## src/rtl/demux_sel_sequencer_pkg.sv

```systemverilog
// Shared constants and types for the demux select sequencer and related routing blocks.
package demux_sel_sequencer_pkg;

  localparam int SEL_W = 3;
  localparam int N_OUT = 1 << SEL_W;

  typedef logic [SEL_W-1:0] sel_t;

  typedef enum logic [1:0] {
    IDLE  = 2'd0,
    SHIFT = 2'd1,
    DONE  = 2'd2
  } state_e;

endpackage

```

## src/rtl/demux_sel_sequencer_lsb_first_finder.sv

```systemverilog
// Combinational priority encoder: index of the lowest set bit, plus any/last flags.
module lsb_first_finder #(
  parameter int N     = 8,
  parameter int IDX_W = 3
) (
  input  logic [N-1:0]     vec,
  output logic [IDX_W-1:0] idx,
  output logic             any,
  output logic             last
);

  // Scan from the top down so the lowest set bit is the final assignment.
  always_comb begin
    idx = '0;
    for (int i = N - 1; i >= 0; i--) begin
      if (vec[i]) idx = IDX_W'(i);
    end
  end

  // Exactly one bit set: non-zero and clearing the lowest set bit leaves nothing.
  always_comb begin
    any  = |vec;
    last = any && ((vec & (vec - N'(1))) == '0);
  end

endmodule

```

## src/rtl/demux_sel_sequencer.sv

```systemverilog
// Serialises one masked parallel word onto a single data line with a matching demux select.
// N_OUT must equal 2**SEL_W.
module demux_sel_sequencer #(
  parameter int SEL_W = demux_sel_sequencer_pkg::SEL_W,
  parameter int N_OUT = demux_sel_sequencer_pkg::N_OUT
) (
  input  logic             clk,
  input  logic             reset,
  input  logic             valid,
  output logic             ready,
  input  logic [N_OUT-1:0] data_in,
  input  logic [N_OUT-1:0] mask_in,
  output logic [SEL_W-1:0] sel,
  output logic             dout,
  output logic             dout_en,
  output logic             busy,
  output logic             done
);
  import demux_sel_sequencer_pkg::*;

  state_e             state_q, state_d;
  logic [N_OUT-1:0]   data_q, data_d;
  logic [N_OUT-1:0]   pend_q, pend_d;
  logic [SEL_W-1:0]   idx;
  logic               pend_any, pend_last;

  lsb_first_finder #(.N(N_OUT), .IDX_W(SEL_W)) u_finder (
    .vec  (pend_q),
    .idx  (idx),
    .any  (pend_any),
    .last (pend_last)
  );

  // Next-state: capture on accept, retire one pending channel per SHIFT cycle.
  always_comb begin
    state_d = state_q;
    data_d  = data_q;
    pend_d  = pend_q;
    case (state_q)
      IDLE: begin
        if (valid) begin
          data_d  = data_in;
          pend_d  = mask_in;
          state_d = (|mask_in) ? SHIFT : DONE;
        end
      end
      SHIFT: begin
        pend_d[idx] = 1'b0;
        // !pend_any cannot occur in normal flow; it just keeps SHIFT from sticking.
        if (pend_last || !pend_any) state_d = DONE;
      end
      DONE:    state_d = IDLE;
      default: state_d = IDLE;
    endcase
  end

  // State and word registers; reset abandons any word in flight.
  always_ff @(posedge clk) begin
    if (reset) begin
      state_q <= IDLE;
      data_q  <= '0;
      pend_q  <= '0;
    end else begin
      state_q <= state_d;
      data_q  <= data_d;
      pend_q  <= pend_d;
    end
  end

  // Outputs decoded from registered state; sel/dout forced low between beats.
  always_comb begin
    ready   = (state_q == IDLE);
    busy    = (state_q != IDLE);
    dout_en = (state_q == SHIFT);
    done    = (state_q == DONE);
    sel     = dout_en ? idx : '0;
    dout    = dout_en & data_q[idx];
  end

endmodule

```

## config.mk

```make
export PLATFORM = sky130hd
export DESIGN_NAME = demux_sel_sequencer
export DESIGN_NICKNAME = d
export VERILOG_FILES = /design/src/rtl/demux_sel_sequencer_pkg.sv /design/src/rtl/demux_sel_sequencer_lsb_first_finder.sv /design/src/rtl/demux_sel_sequencer.sv
export SDC_FILE = /design/constraint.sdc
export NUM_CORES = 1
export LEC_CHECK = 0
export CAP_MARGIN = 20
export CORE_AREA = 2 2 42 73
export CTS_CLUSTER_DIAMETER = 120
export DETAILED_ROUTE_END_ITERATION = 7
export DIE_AREA = 0 0 44 75
export GPL_TIMING_DRIVEN = 0
export MAX_ROUTING_LAYER = met4
export PLACE_DENSITY_LB_ADDON = 0.1
export SYNTH_ARGS = -nofsm -noshare
export SYNTH_HDL_FRONTEND = slang
export SYNTH_HIERARCHICAL = 1
export SYNTH_SLANG_ARGS = --single-unit
export TNS_END_PERCENT = 100
```

## constraint.sdc

```tcl
create_clock -name clk -period 6.3 [get_ports clk]
set_input_delay 1.26 -clock clk [delete_from_list [all_inputs] [get_ports clk]]
set_output_delay 1.26 -clock clk [all_outputs]
set_load 0.01 [all_outputs]
```

Yosys cells after proc, flatten, opt, wreduce, memory -nomap -nowiden:

Index checks and enable logic that the tools add are counted.

* register bits: 18
* input port bits: 19
* output and inout port bits: 8
* logic and storage cells: 46

* add/subtract/negate cells: 1
* $lt $le $gt $ge: 2
* eq/ne operators: 4
* mux-type cells: 19
* bitwise logic cells: 4
* reductions and logical operators: 13

Operator list (count)
* $mux W3: 9
* $and A8 B8 Y8: 2
* $pmux W8 S2: 1
* $reduce_or A8 Y1: 2
* $logic_not A8 Y1: 1
* $mux W8: 1
* $not A8 Y8: 1
* $sub A8 B1 Y8 const B: 1
* $mux W2: 3
* $reduce_and A2 Y1: 3
* $lt A3 B4 Y1 const B: 1
* $pmux W2 S2: 1
* $reduce_bool A2 Y1: 2
* $bmux W1 S3: 1
* $demux W1 S3: 1
* $ge A3 B1 Y1 const B: 1
* $eq A2 B1 Y1 const B: 1
* $eq A2 B2 Y1 const B: 1
* $logic_and A1 B1 Y1: 2
* $logic_not A2 Y1: 1
* $mux W1: 2
* $ne A2 B1 Y1 const B: 1
* $ne A2 B2 Y1 const B: 1
* $and A1 B1 Y1: 1
* 2 further kinds: 2

Depth between registers and ports, before layout:

* depth in word-level cells: 15
* mapped depth: 7
* mapped depth without buffers: 7

Hierarchy:

The synthesis kept the hierarchy.

Modules (own cells, without submodules)
* demux_sel_sequencer: times used 1, cells each 103, area an instance 892.1 um2, sequential area each 360.3 um2
* lsb_first_finder: times used 1, cells each 24, area an instance 162.7 um2, sequential area each 0.0 um2

Least setup slack after synthesis:

Ideal clock, no wire load.

* kind: register to output
* from: reg pend_q[6]
* to: out dout
* arrival time: 1679 ps
* data required time: 5040 ps
* slack: 3361 ps
* cell stages (with the launch flop): 8
* path buffers: 0
* path through: dfxtp_1 > nand2b_1 > a21oi_1 > o21bai_1 > a21oi_1 > mux2_2 > o22ai_1 > nor3_1

* longest elaborated chain between the ends: 10

RTL lines
* start: declaration: RTL line demux_sel_sequencer.sv:23 `logic [N_OUT-1:0] pend_q, pend_d;`
* start signal: assignment: RTL line demux_sel_sequencer.sv:66 `pend_q <= pend_d;`
* $mux W3 (7 in a row): RTL line demux_sel_sequencer_lsb_first_finder.sv:16 `if (vec[i]) idx = IDX_W'(i);`
* net idx[0]: RTL line demux_sel_sequencer.sv:24 `logic [SEL_W-1:0] idx;`
* $bmux W1 S3: RTL line demux_sel_sequencer.sv:77 `dout = dout_en & data_q[idx];`
* $mux W1 (not written as such): RTL line demux_sel_sequencer.sv:77
* $and A1 B1 Y1: RTL line demux_sel_sequencer.sv:77
* end: declaration: RTL line demux_sel_sequencer.sv:14 `output logic dout,`

The timed path passes the listed nets, and every way through them passes these cells. The select of a mux whose other input is x is not followed.

Worst setup path in the final report:

* from: reg pend_q[7]
* to: out dout

* longest elaborated chain between the ends: 11

RTL lines (RTL line)
* $mux W3 (8 in a row): demux_sel_sequencer_lsb_first_finder.sv:16
* net idx[0]: demux_sel_sequencer.sv:24
* $bmux W1 S3: demux_sel_sequencer.sv:77
* $mux W1 (not written as such): demux_sel_sequencer.sv:77
* $and A1 B1 Y1: demux_sel_sequencer.sv:77

The timed path passes the listed nets, and every way through them passes these cells. The select of a mux whose other input is x is not followed.

==> flow_summary.toml <==
[hold_path]
min_to = "data_q[5]"
worstHoldStart = "data_q[5]"
hold_depth = 2
worst_hold_path_type = "reg2reg"

[timing]
slew_viol_final = 0
max_freq_mhz = 246.8
rsz0062_at_grt = "false"
post-route-period-util_pct = 64.31
setup_viol = 0
max-slew-margin-rel_pct = 55.12
finalClockSkew_ns = 0.002118
layout_min_cycle_time_ns = 4.051
worstMarginPinSlew_ns = 0.6681
hold_viol_final = 0
setup_tns_ns = 0
timing.final.ws_setup_ns = 2.249

[run]
drv_cap = 0

[place]
hpwlAfterDp_um = 2074
gp_congestion = 0.7842
dp_slack_ns = 2.545
io_buffers = 25
place_area_um2 = 1339

[critical_path]
required_ns = 5.04
cp.arrival_ns = 2.79
criticalPathCategory = "reg2out"
cp-end-kind = "output port"
crit_fanout = 7
start_kind = "register"
r2r-start = "pend_q[7]"
r2r_end = "pend_q[1]"
worst-r2r-setup-slack_ns = 3.97
reg2reg_depth = 7

[clock_tree]
cts_tree = "built"
post_cts_buffers = 0
cts_root_buf = "clkbuf_8"
cts.sinks = 18
ctsHoldBuffers = 0
clk_latency_ns = 0.26
path_clk_slew_ns = 0.07
cts_made_buffers = 3
clock_path_buffers = 2
cts_max_level = 1
cts_resized = 0

[cells_and_area]
areaGrowthSynthToFinish_pct = 30.84
fin_util_pct = 51.30
n_antenna_cell = 0
fin_nets = 176
drive_gt1_share_pct = 12.90
post-route-cell-area_um2 = 1380

[yosys]
synth_most_common_cell = "nand2_1"
ys_top_cells_by_area = "dfxtp_1, nand2_1, a21oi_1"
synth_seq_cells = 18
ys_async_sr_fraction_pct = 0
synth_fa_ha_area_share_pct = 0.9490
synth_top_family_by_area = "simple AND/OR/NAND/NOR gates"
avgSynthCellArea_um2 = 8.305
synth_ff_type = "dfxtp_1"
synth_top_area_share_pct = 34.16
syn_area_um2 = 1055
synthCells = 127
synth_nets = 146
synth_xor_area_share_pct = 0.8304
synth_edf_count = 0
yosys_warnings = 6
yosysSeqAreaShare_pct = 34.16
yosys-top-cells-count = "nand2_1, dfxtp_1, a21oi_1, inv_1, nor3_1"
muxShareOfSynthArea_pct = 3.203
synth-compound-area-share_pct = 24.79
synthSimpleGateAreaFrac_pct = 29.18
yosysUniqueCellTypes = 42
synth_area_leader_cell = "dfxtp_1"

[routing]
avgViaCountPerCell = 5.593
drt-initial-drc-count = 19
remaining_drc_errors = 0
first_pass_iters = 3
vias = 1018
ant_nets = 0
avgRoutedWirePerCell_um = 14.45
finalWirelength_um = 2630

[floorplan]
placementRows = 25
initial_utilization_pct = 39.21
die_area_um2 = 3300
die_y_um = 75
pin_count = 27
dieWidth_um = 44
core-area_um2 = 2690

[global_route]
met1_usage_pct = 19.88
grt_pass1_wl_um = 4340
antenna_found_initial = 0
first_global_vias = 974
grt.total_usage_pct = 18.30
grt_max_degree = 11
gr-total-overflow = 0
met2_usage_pct = 31.05
gr-usage-met3_pct = 2.158
grt_busiest_layer = "met2"

[run_status]
outcome = "completed"

[pwr]
power.switching_uw = 107.7
sequentialPowerShare_pct = 40.5
power.total_uw = 331.7
power.density_nw_per_um2 = 240.3
p_sw_share_pct = 32.48
vdd_drop_max_mv = 0.1268
leakage_uw = 0.0005105
intPower_uw = 223.9
combPwrFrac_pct = 34.9
clkPwrFrac_pct = 24.6
stage by stage:
| stage | hold slack [ns] | std cells |
|---|---|---|
| 5_1_grt | 0.4849 | 182 |
| 6_report | 0.4518 | 182 |
| 2_1_floorplan | 0.4318 | 127 |
| 4_1_cts | 0.4569 | 182 |
| 3_3_place_gp | 0.4382 | 179 |
| 3_5_place_dp | 0.4475 | 179 |
power by group through the flow:
stage          Combinational (uW)  Sequential (uW)  Clock (uW)
3_3_place_gp                  115              137           0
5_1_grt                       127              136        88.4
3_5_place_dp                  116              137           0
2_1_floorplan                76.2              134           0
4_1_cts                       117              135        83.9
6_report                      116              134        81.5
state kept, by name (all words and copies together), names as in the netlist:
name and cells:
pend_q 8, state_q 2, data_q 8
how the worst max path moves through the flow:
stage	start	depth (start not counted)	slack, ns	to
floorplan	pend_q[6]	7	3.36	dout
finish	pend_q[7]	8	2.25	dout
detailed placement	pend_q[7]	8	2.54	dout
global route	pend_q[7]	8	1.95	dout
global placement	pend_q[6]	8	2.58	dout
CTS	pend_q[7]	8	2.25	dout
layout make-up:
cell class,count,area [um2]
Inverter,6,22.52
Fill cell,276,1310
Clock buffer,3,41.29
Buffer,6,50.05
Timing Repair Buffer,25,250.2
Sequential cell,18,360.3
Multi-Input combinational cell,97,621.8
Tap cell,27,33.78
metal layers:
| layer | vias to the layer above | share of wire [%] |
|---|---|---|
| li1 | 511 | - |
| met1 | 476 | 40 |
| met2 | 22 | 55 |
| met3 | 9 | 2.4 |
| met4 | 0 | 3.4 |
| met5 | - | 0 |
cells in the final DEF (no fill, tap or decap), types with 2 or more instances in the layout:
cell type | Yosys | layout
o21ai_0 | 2 | 2
nor2b_1 | 2 | 2
and2_1 | 2 | 2
clkbuf_8 | 0 | 3
nand2_1 | 26 | 26
nor4_1 | 3 | 3
o211ai_1 | 4 | 4
a21oi_2 | 3 | 3
a21oi_1 | 16 | 16
inv_1 | 6 | 6
nand2b_1 | 3 | 3
o211ai_2 | 2 | 2
nor2_1 | 3 | 3
buf_6 | 2 | 2
dfxtp_1 | 18 | 18
nor3_1 | 5 | 5
mux2_2 | 3 | 3
clkdlybuf4s50_1 | 0 | 25
clkbuf_1 | 2 | 2
critical path, stage by stage, from the launching register on:
cell,delay [ns]
dfxtp_1,0.45
nand2b_1,0.13
a21oi_1,0.19
o21bai_1,0.08
a21oi_1,0.56
mux2_2,0.41
o22ai_1,0.15
nor3_1,0.07
clkdlybuf4s50_1,0.49
cells by family (layout without fill, tap and decap cells):
| family | after synthesis | after routing |
|---|---|---|
| buffers and inverters | 12 | 40 |
| adders and majority gates | 1 | 1 |
| AOI/OAI and AO/OA | 37 | 37 |
| xor gates and xnor gates | 1 | 1 |
| muxes | 3 | 3 |
| DFF | 18 | 18 |
| and+or+nand+nor | 55 | 55 |
Power figures use the tool's default switching activity.
